[src/rtl/alu_rr_arbiter.sv]
// Round-robin arbiter that shares one function unit among NREQ requesters.
// It grants one requester, pulses unit_start, then holds the grant until done or watchdog timeout.
module alu_rr_arbiter #(
    parameter int NREQ        = 8,
    parameter int IDW         = 3,
    parameter int TIMEOUT_CYC = 16
) (
    input  logic            clk,
    input  logic            rst_n,
    input  logic [NREQ-1:0] req,
    input  logic            unit_done,
    output logic [NREQ-1:0] grant,
    output logic [IDW-1:0]  grant_id,
    output logic            grant_valid,
    output logic            unit_start,
    output logic            busy,
    output logic            timeout_err
);

    localparam int            CW         = (TIMEOUT_CYC > 0) ? $clog2(TIMEOUT_CYC + 1) : 1;
    localparam logic [CW-1:0] CNT_LAST   = CW'((TIMEOUT_CYC > 0) ? TIMEOUT_CYC - 1 : 0);
    localparam logic [CW-1:0] CNT_MAX    = '1;
    localparam bit            TIMEOUT_EN = (TIMEOUT_CYC != 0);

    typedef enum logic [1:0] {
        S_IDLE,
        S_START,
        S_WAIT
    } state_t;

    state_t          state, state_nxt;
    logic [IDW-1:0]  ptr, ptr_nxt;
    logic [NREQ-1:0] grant_nxt;
    logic [IDW-1:0]  grant_id_nxt;
    logic [CW-1:0]   cnt, cnt_nxt;
    logic            timeout_err_nxt;

    logic            pick_found;
    logic [IDW-1:0]  pick_id;
    logic [IDW-1:0]  cand;

    // Circular search from ptr; the IDW-bit add wraps because NREQ == 2**IDW.
    always_comb begin
        pick_found = 1'b0;
        pick_id    = ptr;
        cand       = ptr;
        for (int i = 0; i < NREQ; i++) begin
            cand = ptr + IDW'(i);
            if (!pick_found && req[cand]) begin
                pick_found = 1'b1;
                pick_id    = cand;
            end
        end
    end

    // NOTE: every signal gets a default before the case so no path leaves one unassigned (no latches).
    always_comb begin
        state_nxt       = state;
        ptr_nxt         = ptr;
        grant_nxt       = grant;
        grant_id_nxt    = grant_id;
        cnt_nxt         = cnt;
        timeout_err_nxt = 1'b0;

        unique case (state)
            S_IDLE: begin
                if (pick_found) begin
                    grant_nxt    = NREQ'(1) << pick_id;
                    grant_id_nxt = pick_id;
                    state_nxt    = S_START;
                end
            end
            S_START: begin
                cnt_nxt   = '0;
                state_nxt = S_WAIT;
            end
            S_WAIT: begin
                if (cnt != CNT_MAX) cnt_nxt = cnt + CW'(1);
                // Done takes priority, so a coincident timeout raises no error.
                if (unit_done || (TIMEOUT_EN && cnt == CNT_LAST)) begin
                    grant_nxt       = '0;
                    ptr_nxt         = grant_id + IDW'(1);
                    state_nxt       = S_IDLE;
                    timeout_err_nxt = !unit_done;
                end
            end
            default: state_nxt = S_IDLE;
        endcase
    end

    // NOTE: sequential state uses non-blocking assignments so all registers update from pre-edge values.
    always_ff @(posedge clk) begin
        if (!rst_n) begin
            state       <= S_IDLE;
            ptr         <= '0;
            grant       <= '0;
            grant_id    <= '0;
            cnt         <= '0;
            timeout_err <= 1'b0;
        end else begin
            state       <= state_nxt;
            ptr         <= ptr_nxt;
            grant       <= grant_nxt;
            grant_id    <= grant_id_nxt;
            cnt         <= cnt_nxt;
            timeout_err <= timeout_err_nxt;
        end
    end

    assign grant_valid = |grant;
    assign unit_start  = (state == S_START);
    assign busy        = (state != S_IDLE);

endmodule
[config.mk]
export PLATFORM = sky130hd
export DESIGN_NAME = alu_rr_arbiter
export DESIGN_NICKNAME = d
export VERILOG_FILES = /design/src/rtl/alu_rr_arbiter.sv
export SDC_FILE = /design/constraint.sdc
export NUM_CORES = 1
export LEC_CHECK = 0
export ABC_CLOCK_PERIOD_IN_PS = 3550
export CORE_ASPECT_RATIO = 1.2
export CORE_MARGIN = 3
export CORE_UTILIZATION = 51
export CTS_BUF_LIST = sky130_fd_sc_hd__clkbuf_4 sky130_fd_sc_hd__clkbuf_8
export CTS_CLUSTER_SIZE = 16
export DETAILED_ROUTE_END_ITERATION = 7
export GPL_TIMING_DRIVEN = 0
export HOLD_SLACK_MARGIN = 0.08
export PLACE_DENSITY = 0.74
export SLEW_MARGIN = 10
export SYNTH_ARGS = -nofsm -noshare
export SYNTH_HDL_FRONTEND = slang
export SYNTH_SLANG_ARGS = --single-unit
[constraint.sdc]
create_clock -name clk -period 3.55 [get_ports clk]
set_input_delay 0.5325 -clock clk [delete_from_list [all_inputs] [get_ports clk]]
set_output_delay 0.5325 -clock clk [all_outputs]
set_load 0.01 [all_outputs]
==> flow_metrics.py <==
metrics = {
    "sta": {
        "worst_clock_skew_ns": 0.00117,
        "slew_violations": 0,
        "period_share_pct": 97.4,
        "slew_headroom_pct": 63.0,
        "setup_viol": 0,
        "worst_pin_slew_ns": 0.550,
        "hold_viol_final": 0,
        "clock.fmax_ghz": 0.289,
        "fin_crit_ns": 3.46,
    },
    "min_path": {
        "hold_path.class": "reg -> reg",
        "min_to": "grant[7]",
        "worstHoldStart": "grant[7]",
        "whs_path_depth": 2,
    },
    "clocking": {
        "cts_sinks": 22,
        "h-tree-depth": 1,
        "worstSkewPairLatency_ns": 0.26,
        "path_clk_slew_ns": 0.08,
        "cts_max_path_buffers": 2,
        "cts_root_buf": "clkbuf_8",
        "numCtsBuffers": 3,
        "cts_tree": "yes",
    },
    "route": {
        "finalWirelength_mm": 5.03,
        "vias": 1912,
        "routedWlPerCell_um": 16.4,
        "wl_met1_mm": 2.16,
        "drt_pass1_iterations": 4,
        "ant_nets": 0,
        "top_layer_used": "met4",
        "vias_per_cell": 6.23,
        "drt_iter0_drc": 199,
        "drcViolationCount": 0,
        "routed-wl-met3_um": 172,
        "wl_met2_mm": 2.47,
    },
    "floorplan": {
        "io_pins": 26,
        "die_y_um": 72.5,
        "start_util_pct": 54.8,
        "design.core.area_um2": 3420,
        "rows": 23,
        "die_w_um": 61.4,
        "die-area_um2": 4450,
    },
    "place": {
        "dpl_cell_area_um2": 2170,
        "gp_congestion": 0.918,
        "place_hpwl_mm": 3.56,
        "io_buffers": 25,
    },
    "synth": {
        "netlist_area_um2": 1880,
        "synth_top_area_share_pct": 23.5,
        "syn-mean-instance-area_um2": 8.20,
        "ys.flop_type": "dfxtp_1",
        "synth_edf_count": 0,
        "ys_seq_area_share_pct": 23.5,
        "synth_cell_type_count": 58,
        "syn-instance-count": 229,
        "synth_fp_nets": 246,
        "yosys_register_bits": 22,
        "synth_largest_area_cell": "dfxtp_1",
        "synth_warnings": 0,
        "async_flop_share_pct": 0,
        "synth.area.top_cells": "dfxtp_1 (23%), mux2i_1 (9.1%), nor2_1 (5.0%)",
    },
    "global_routing": {
        "antenna_found_initial": 0,
        "grt_pass1_vias": 1732,
        "grt_pass1_wl_mm": 7.67,
        "gr-usage-all-layers_pct": 22.3,
        "grt_max_degree": 14,
        "grt_overflow": 0,
    },
    "setup_path": {
        "worstReg2RegEnd": "grant[3]",
        "cp-end-kind": "flip-flop",
        "path_cells": "buf_6 > buf_8 > inv_1 > ha_4 > buf_8 > mux2_4 > mux4_2 > buf_4 > o32a_1 > a21oi_1 > a311oi_1 > nor3_1 > o22ai_1 > o32ai_1",
        "reg2regPathDepth": 14,
        "path_buf_inv": 5,
        "worst_path_max_delay_cell": "mux4_2",
        "worstSetupPathType": "reg -> reg",
        "cp_top_family": "compound AO/OA/AOI/OAI gates",
        "cp.arrival_ns": 3.63,
        "r2r-start": "ptr[1]",
        "slowest_delay_ns": 0.53,
        "path_max_fanout": 10,
        "path_common_cell": "buf_8",
        "cp-start-kind": "flip-flop",
        "r2r_setup_slack_ns": 0.09,
        "cp.required_ns": 3.72,
    },
    "finish": {
        "drive_above_1_share_pct": 18.9,
        "final_util_pct": 71.7,
        "area_delta_synth_final_pct": 30.9,
        "n_fill_cell": 286,
        "final_cell_mix": "nor2_1 (25), clkdlybuf4s50_1 (25), dfxtp_1 (21)",
        "fin_area_um2": 2460,
        "diodes": 0,
        "fin_nets": 288,
    },
    "pwr": {
        "vdd_drop_max_mv": 0.328,
        "power.density_nw_per_um2": 340,
        "p_leak_nw": 0.918,
    },
    "run": {
        "maxCapViolCount": 0,
    },
    "status": {
        "status": "completed",
    },
}
## final cells by class
class                      instances  area, µm²  share of cell area, %
tap                               37       46.3                   1.88
timing repair buffer              37        340                   13.9
multi-input combinational        182       1430                   58.1
buffer                            10       72.6                   2.95
clock inverter                     1       30.0                   1.22
sequential                        22        442                   18.0
clock buffer                       3       41.3                   1.68
inverter                          15       56.3                   2.29
## power breakdown
group	internal (mW)	switching, mW
clock	0.151	0.0801
sequential	0.262	0.0150
combinational	0.154	0.175
## how the worst max path moves through the flow
stage	start	to	slack [ns]	cells after the start
floorplan	ptr[1]	grant[1]	0.16	13
global placement	ptr[1]	grant[6]	-0.32	13
detailed placement	ptr[1]	grant[0]	-0.31	13
CTS	ptr[1]	grant[6]	0.01	13
global route	ptr[1]	grant[3]	-0.01	14
finish	ptr[1]	grant[3]	0.09	14
## what timing repair did
item | CTS | global route
pin swaps | 2 | 3
hold buffers | 0 | 0
endpoints found under the setup margin | 12 | 10
resized for setup | 12 | 11
hold endpoints to repair | 0 | 0
setup buffers | 1 | 11
## per-layer routing
metal / vias up / GRT usage, %
met4: 0 / 13.4
met5: - / 0
met1: 894 / 27.8
li1: 946 / -
met3: 17 / 1.25
met2: 55 / 36.7
## per-stage QoR
step	power (mW)	hold slack (ns)	cells	setup TNS (ns)	setup WS [ns]
CTS	0.806	0.483	296	0	0.0124
global route	0.876	0.508	307	-0.0119	-0.0119
floorplan	0.467	0.488	229	0	0.165
global placement	0.559	0.470	291	-2.80	-0.323
finish	0.836	0.489	307	0	0.0925
detailed placement	0.561	0.472	291	-2.81	-0.307
## worst min-delay path, delay by kind of cell, from the launching register on
family | cells | cell delay, ns
compound gates | 1 | 0.06
buf+inv | 1 | 0.06
flops | 1 | 0.33
## synthesized netlist by cell type (2+ instances only)
cell type / number
a32oi_1: 2
o22ai_1: 3
nand3_1: 9
a21oi_1: 13
o21a_1: 2
mux4_2: 4
a31oi_1: 2
a2bb2oi_1: 2
mux2_4: 2
o21ai_0: 4
o211ai_2: 2
dfxtp_1: 22
mux2i_1: 17
xnor2_1: 3
xor2_1: 3
nor2_1: 25
a211oi_1: 3
ha_1: 6
and2_1: 3
nor4_1: 3
a32o_1: 4
o32ai_1: 5
a22oi_1: 2
or3_1: 2
nand2_1: 17
nand3b_1: 2
nand2b_1: 3
o211ai_1: 3
clkbuf_1: 4
clkinv_1: 2
inv_1: 12
buf_2: 4
nor3_1: 11
and3_1: 2
mux2_2: 3
## state kept, by name, summed over array words and instances, names as in the netlist
name,count
timeout_err,1
ptr,3
cnt,5
grant_id,3
grant,8
state,2
## cells by family (layout without fill, tap and decap cells)
| logic type | after synthesis | in the layout | synth area share, % |
|---|---|---|---|
| AO/OA/AOI/OAI | 60 | 60 | 24.5 |
| adder cells (fa/ha/maj) | 6 | 6 | 4.00 |
| multiplexers | 26 | 26 | 17.3 |
| flip-flops | 22 | 22 | 23.5 |
| buffers and inverters | 25 | 66 | 5.67 |
| AND/OR/NAND/NOR | 83 | 83 | 21.4 |
| XOR/XNOR | 7 | 7 | 3.67 |
No activity file was read; power rests on OpenSTA's default activity.
